<file path="src/rtl/sm_debug_panel_if.sv">
// Board-side bundle of the debug panel: raw keys and register data in,
// register address, page index and LED drive out.
interface sm_debug_panel_if #(
    parameter int DATA_WIDTH = 32,
    parameter int LED_WIDTH  = 4,
    parameter int ADDR_WIDTH = 5
);
    localparam int NUM_PAGES  = DATA_WIDTH / LED_WIDTH;
    localparam int PAGE_WIDTH = (NUM_PAGES > 1) ? $clog2(NUM_PAGES) : 1;

    logic                  key_addr;
    logic                  key_page;
    logic [DATA_WIDTH-1:0] regData;
    logic [ADDR_WIDTH-1:0] regAddr;
    logic [PAGE_WIDTH-1:0] page;
    logic [LED_WIDTH-1:0]  led;

    modport master (
        input  key_addr, key_page, regData,
        output regAddr, page, led
    );

    modport slave (
        output key_addr, key_page, regData,
        input  regAddr, page, led
    );
endinterface

</file>
<file path="src/rtl/sm_debug_panel.sv">
// SchoolMIPS board debug panel: two debounced keys step the register address
// and the displayed data slice; LEDs show the slice or, briefly, the new address.
module sm_debug_key #(
    parameter int DEBOUNCE_CYCLES = 1000000
) (
    input  logic clk,
    input  logic rst_n,
    input  logic key,
    output logic press
);
    localparam int CNT_WIDTH = (DEBOUNCE_CYCLES > 1) ? $clog2(DEBOUNCE_CYCLES) : 1;

    logic [1:0]           sync;
    logic                 s;
    logic                 clean;
    logic                 clean_last;
    logic [CNT_WIDTH-1:0] cnt;

    assign s = sync[1];

    always_ff @(posedge clk) begin
        if (!rst_n) begin
            sync       <= 2'b11;
            clean      <= 1'b1;
            clean_last <= 1'b1;
            cnt        <= '0;
            press      <= 1'b0;
        end else begin
            sync       <= {sync[0], key};
            clean_last <= clean;
            // one-cycle pulse on the debounced falling edge only
            press      <= clean_last & ~clean;
            if (s == clean) begin
                cnt <= '0;
            end else if (cnt == CNT_WIDTH'(DEBOUNCE_CYCLES - 1)) begin
                clean <= s;
                cnt   <= '0;
            end else begin
                cnt <= cnt + 1'b1;
            end
        end
    end
endmodule

module sm_debug_panel #(
    parameter int DATA_WIDTH      = 32,
    parameter int LED_WIDTH       = 4,
    parameter int ADDR_WIDTH      = 5,
    parameter int ADDR_RESET      = 2,
    parameter int DEBOUNCE_CYCLES = 1000000,
    parameter int SHOW_CYCLES     = 50000000,
    parameter int LED_ACTIVE_LOW  = 1
) (
    input  logic               clkIn,
    input  logic               rst_n,
    sm_debug_panel_if.master   bus
);
    localparam int NUM_KEYS    = 2;
    localparam int NUM_PAGES   = DATA_WIDTH / LED_WIDTH;
    localparam int PAGE_WIDTH  = (NUM_PAGES > 1) ? $clog2(NUM_PAGES) : 1;
    localparam int TIMER_WIDTH = (SHOW_CYCLES > 1) ? $clog2(SHOW_CYCLES) : 1;
    localparam logic [LED_WIDTH-1:0] LED_MASK = {LED_WIDTH{(LED_ACTIVE_LOW != 0)}};

    typedef enum logic {SHOW_DATA, SHOW_ADDR} state_t;

    logic [NUM_KEYS-1:0] keys;
    logic [NUM_KEYS-1:0] press;
    logic                addr_press;
    logic                page_press;

    state_t                          state;
    logic [TIMER_WIDTH-1:0]          timer;
    logic [ADDR_WIDTH-1:0]           addr_q;
    logic [PAGE_WIDTH-1:0]           page_q;
    logic [LED_WIDTH-1:0]            led_q;
    logic [LED_WIDTH-1:0]            addr_led;
    logic [LED_WIDTH-1:0]            content;
    logic [NUM_PAGES-1:0][LED_WIDTH-1:0] slices;

    assign keys = {bus.key_page, bus.key_addr};

    for (genvar i = 0; i < NUM_KEYS; i++) begin : g_key
        sm_debug_key #(.DEBOUNCE_CYCLES(DEBOUNCE_CYCLES)) u_key (
            .clk   (clkIn),
            .rst_n (rst_n),
            .key   (keys[i]),
            .press (press[i])
        );
    end

    // address key has priority when both pulses land on the same cycle
    assign addr_press = press[0];
    assign page_press = press[1] & ~press[0];

    if (ADDR_WIDTH >= LED_WIDTH) begin : g_addr_trunc
        assign addr_led = addr_q[LED_WIDTH-1:0];
    end else begin : g_addr_ext
        assign addr_led = {{(LED_WIDTH - ADDR_WIDTH){1'b0}}, addr_q};
    end

    assign slices = bus.regData;

    always_comb begin
        content = slices[page_q];
        if (state == SHOW_ADDR) content = addr_led;
    end

    always_ff @(posedge clkIn) begin
        if (!rst_n) begin
            state  <= SHOW_DATA;
            timer  <= '0;
            addr_q <= ADDR_WIDTH'(ADDR_RESET);
            page_q <= '0;
            led_q  <= LED_MASK;
        end else begin
            led_q <= content ^ LED_MASK;

            if (addr_press) begin
                addr_q <= addr_q + 1'b1;
                page_q <= '0;
            end else if (page_press) begin
                if (page_q == PAGE_WIDTH'(NUM_PAGES - 1)) page_q <= '0;
                else                                      page_q <= page_q + 1'b1;
            end

            case (state)
                SHOW_DATA: begin
                    if (addr_press) begin
                        state <= SHOW_ADDR;
                        timer <= TIMER_WIDTH'(SHOW_CYCLES - 1);
                    end
                end
                SHOW_ADDR: begin
                    if (addr_press)       timer <= TIMER_WIDTH'(SHOW_CYCLES - 1);
                    else if (page_press)  state <= SHOW_DATA;
                    else if (timer == '0) state <= SHOW_DATA;
                    else                  timer <= timer - 1'b1;
                end
                default: state <= SHOW_DATA;
            endcase
        end
    end

    assign bus.regAddr = addr_q;
    assign bus.page    = page_q;
    assign bus.led     = led_q;
endmodule

</file>
<file path="src/flat_wrapper.sv">
// flat-port wrapper written by rule: the top's interface ports become plain ports
module sm_debug_panel_flat 
#(
    parameter int DATA_WIDTH      = 32,
    parameter int LED_WIDTH       = 4,
    parameter int ADDR_WIDTH      = 5,
    parameter int ADDR_RESET      = 2,
    parameter int DEBOUNCE_CYCLES = 1000000,
    parameter int SHOW_CYCLES     = 50000000,
    parameter int LED_ACTIVE_LOW  = 1
)
  (clkIn, rst_n, bus_key_addr, bus_key_page, bus_regData, bus_regAddr, bus_page, bus_led);
  sm_debug_panel_if #(.DATA_WIDTH(DATA_WIDTH), .LED_WIDTH(LED_WIDTH), .ADDR_WIDTH(ADDR_WIDTH)) bus_i ();
  input  logic clkIn;
  input  logic rst_n;
  input wire logic [$bits(bus_i.key_addr)-1:0] bus_key_addr;
  input wire logic [$bits(bus_i.key_page)-1:0] bus_key_page;
  input wire logic [$bits(bus_i.regData)-1:0] bus_regData;
  output wire logic [$bits(bus_i.regAddr)-1:0] bus_regAddr;
  output wire logic [$bits(bus_i.page)-1:0] bus_page;
  output wire logic [$bits(bus_i.led)-1:0] bus_led;
  assign bus_i.key_addr = bus_key_addr;
  assign bus_i.key_page = bus_key_page;
  assign bus_i.regData = bus_regData;
  assign bus_regAddr = bus_i.regAddr;
  assign bus_page = bus_i.page;
  assign bus_led = bus_i.led;
  sm_debug_panel #(.DATA_WIDTH(DATA_WIDTH), .LED_WIDTH(LED_WIDTH), .ADDR_WIDTH(ADDR_WIDTH), .ADDR_RESET(ADDR_RESET), .DEBOUNCE_CYCLES(DEBOUNCE_CYCLES), .SHOW_CYCLES(SHOW_CYCLES), .LED_ACTIVE_LOW(LED_ACTIVE_LOW)) u_core (.clkIn(clkIn), .rst_n(rst_n), .bus(bus_i));
endmodule
</file>
<file path="config.mk">
export PLATFORM = sky130hd
export DESIGN_NAME = sm_debug_panel_flat
export DESIGN_NICKNAME = d
export VERILOG_FILES = /design/src/rtl/sm_debug_panel_if.sv /design/src/rtl/sm_debug_panel.sv /design/src/flat_wrapper.sv
export SDC_FILE = /design/constraint.sdc
export NUM_CORES = 1
export LEC_CHECK = 0
export ABC_AREA = 1
export CORE_ASPECT_RATIO = 2
export CORE_MARGIN = 5
export CORE_UTILIZATION = 53
export CTS_BUF_LIST = sky130_fd_sc_hd__clkbuf_8
export CTS_CLUSTER_SIZE = 20
export DETAILED_ROUTE_END_ITERATION = 12
export PLACE_DENSITY_LB_ADDON = 0.25
export SETUP_SLACK_MARGIN = 0.5
export SYNTH_ARGS = -nofsm -noshare
export SYNTH_HDL_FRONTEND = slang
export SYNTH_SLANG_ARGS = --single-unit
</file>
<file path="constraint.sdc">
create_clock -name clkIn -period 1.7 [get_ports clkIn]
set_input_delay 0.255 -clock clkIn [delete_from_list [all_inputs] [get_ports clkIn]]
set_output_delay 0.255 -clock clkIn [all_outputs]
set_load 0.05 [all_outputs]
</file>
==> reports/results.txt <==
status -> complete, no violations
post-synthesis cell area -> 0.004703 mm2
Longest Clk Path Bufs -> 2
clk_lat worst skew -> 380 ps
vias per inst -> 6.018
FMAX -> 607.8 MHz
Initial Util -> 54.38%
Reg clk slew, reported paths -> 90 ps
RR Startpoint -> u_core.timer[18]
GRT busiest layer -> met2
DRT antenna net count -> 0
Remaining Overflow, GRT -> 0
DIE HEIGHT -> 143.2 um
Max Slew Vio Count -> 0
full die area -> 0.01097 mm2
RSZ-0062 raised after global routing -> yes
final hold vios -> 0
num rows -> 48
Final Cycle Share -> 96.78%
largest net degree at the start of global routing -> 21
Synth Register Bits -> 89
post-synth top area share -> 37.88%
Yosys cell types -> 35
core area -> 0.008648 mm2
mean routed wirelength per cell -> 18.40 um
number of H-tree levels -> 3
min Tclk post-route -> 1645 ps
# setup viols final -> 0
met3 Track Usage GR -> 4.104%
CTS Hold Bufs -> 0
Syn Nets -> 742
Seq pwr share -> 52.8%
CTS tree -> done
I/O Buffers -> 47
Setup TNS Final -> 0 ps
DP Wirelength -> 9039 um
GRT Total Usage -> 28.51%
initial antenna violation count -> 0
Global Route met2 Usage -> 55.52%
Hold Path Depth -> 2
first-pass GRT wire length -> 25610 um
vias in the first global route -> 5553
Pint -> 0.003023 W
Final Skew -> 18.39 ps
Finished Core Util -> 82.74%
hold crit path type -> reg2reg
n_diodes -> 0
drt drc -> 0
P_sw -> 0.0009162 W
Worst setup SP type -> register
Pre-antenna DRT Iters -> 8
maximum vdd ir drop -> 0.6147 mV
critical path class -> reg2reg
cell taking the most area after synthesis -> dfxtp_1
sequential fraction of the synthesis area -> 37.88%
number of DRC markers in iteration 0 -> 461
met1 usage -> 27.57%
Reg2Reg Depth -> 10
Pleak -> 3.041 nW
Post-Synthesis Cells -> 700
Synth area leaders -> dfxtp_1 38%, nand2_1 12%, nand3_1 9.8%, nor2_1 8.0%, inv_1 6.0%
via count -> 5657
Total Nets Final -> 877
die width -> 76.61 um
Avg Cell Area, Syn -> 6.719 um2
clock tree root buffer cell -> clkbuf_8
final wirelength -> 17300 um
YS warnings -> 0
clock network power share -> 41.3%
Power Dens Cells -> 550.6 mW/mm2
share of cells above drive strength 1 -> 40.12%
Comb pwr share -> 5.9%
CTS buffer count -> 9
relative slew slack -> 75.72%
Sink Count -> 89
I/O pins -> 48
worst slew pin tran -> 362.9 ps
worst hold path startpoint -> u_core.g_key[1].u_key.clean_last
CP Launch Point -> u_core.timer[18]
CP required -> 2000 ps
data arrival time of the critical path -> 1950 ps
Crit Path Max Fanout -> 7
switching share of power -> 23.26%
maxcap violations -> 0
final weighted congestion in routability-driven placement -> 0.9652
crit end category -> register
Synth-to-Final Area Change -> 52.14%
==> kinds of logic (layout without fill, tap and decap cells) <==
logic type                 Yosys count  count (layout)  share of synthesized area, %
AOI/OAI and AO/OA                   74              74                         8.433
xor gates and xnor gates            13              13                         2.421
adders and majority gates            6               6                         1.596
buffers and inverters               96             230                         8.380
DFF                                 89              89                         37.88
and+or+nand+nor                    422             428                         41.29
==> path summary, 6_finish.rpt <==
path                            endpoint  slack, ps
max reg2reg              u_core.timer[7]         50
min reg2reg  u_core.g_key[1].u_key.press        410
max                      u_core.timer[7]         50
min          u_core.g_key[1].u_key.press        410
==> cell type report <==
type | instances | area (um2)
clock buffer | 9 | 123.9
sequential | 89 | 1861
inverter | 77 | 312.8
multi-input combinational | 521 | 3338
timing repair buffer | 137 | 1309
clock inverter | 7 | 86.33
fill | 514 | 1493
tap | 100 | 125.1
==> critical path, cell delays in order (launching register included) <==
cell and delay [ps]:
dfxtp_1 380, nor2_2 160, nand2_2 110, nor2_4 150
nand4_4 160, nand2_8 160, buf_12 130, nand2_8 90
nand3_2 70, nand2_1 50, nor2_1 100
==> power by group through the flow <==
| stage | clock network [W] | logic [W] | registers (W) |
|---|---|---|---|
| 2_1_floorplan | 0 | 0.0000552 | 0.00216 |
| 3_3_place_gp | 0 | 0.000185 | 0.00214 |
| 3_5_place_dp | 0 | 0.000188 | 0.00214 |
| 4_1_cts | 0.00160 | 0.000224 | 0.00209 |
| 5_1_grt | 0.00171 | 0.000249 | 0.00208 |
| 6_report | 0.00163 | 0.000234 | 0.00208 |
==> cells in the final DEF (no fill, tap or decap), drive strengths merged, types with 26 or more instances in the layout <==
cell type      Yosys  routed
clkdlybuf4s50      0      34
buf               10     102
o21ai             26      26
nand3             92      92
nand2            153     159
dfxtp             89      89
inv               75      76
a21oi             37      37
nor3              31      31
nor2             109     109
==> repair_timing <==
action                     CTS  global route
setup buffers               47            14
cloned                       8             0
setup endpoints to repair   79            80
pin swaps                   49            38
resized for setup          122            87
==> layer usage <==
layer,vias up,wire [um]
met5,-,0
met4,0,1195
met3,126,920
met2,336,9417
met1,2624,5764
li1,2571,-
==> flip-flops by register name, indices dropped and copies added, names as in the netlist <==
name	count
u_core.g_key.u_key.clean	2
u_core.g_key.u_key.clean_last	2
u_core.bus.regAddr	5
u_core.g_key.u_key.sync	4
u_core.g_key.u_key.cnt	40
u_core.bus.led	4
u_core.state	1
u_core.bus.page	3
u_core.g_key.u_key.press	2
u_core.timer	26
==> metrics by stage <==
step / hold WS, ps / instance area, um2 / setup WS [ps] / std cells / power [W]
4_1_cts: 412.9 / 6750 / 161.1 / 926 / 0.003909
6_report: 412.4 / 7156 / 54.74 / 940 / 0.003940
3_5_place_dp: 399.2 / 5589 / -35.30 / 855 / 0.002331
5_1_grt: 443.7 / 7156 / -13.04 / 940 / 0.004043
3_3_place_gp: 397.1 / 5589 / 19.21 / 855 / 0.002328
2_1_floorplan: 361.6 / 4950 / 221.0 / 700 / 0.002216
==> synthesized netlist by cell type <==
library cell    n
nand2_1       147
nor2_1        100
nand3_1        92
dfxtp_1        89
inv_1          75
a21oi_1        37
nor3_1         29
o21ai_0        24
xor2_1         11
or2_2          10
clkbuf_1        9
nand4_1         9
nor3b_1         8
buf_2           6
ha_1            6
nor2_2          5
o211ai_1        5
nand2_2         4
nand3b_1        4
nor2_4          4
buf_6           3
a211oi_1        2
and3_1          2
clkinv_1        2
nand2_4         2
nand4_2         2
nor4_1          2
o21ai_1         2
o31ai_1         2
xnor2_1         2
a31oi_1         1
buf_4           1
nor3_2          1
nor3_4          1
o21a_1          1
Power figures use the tool's default switching activity.
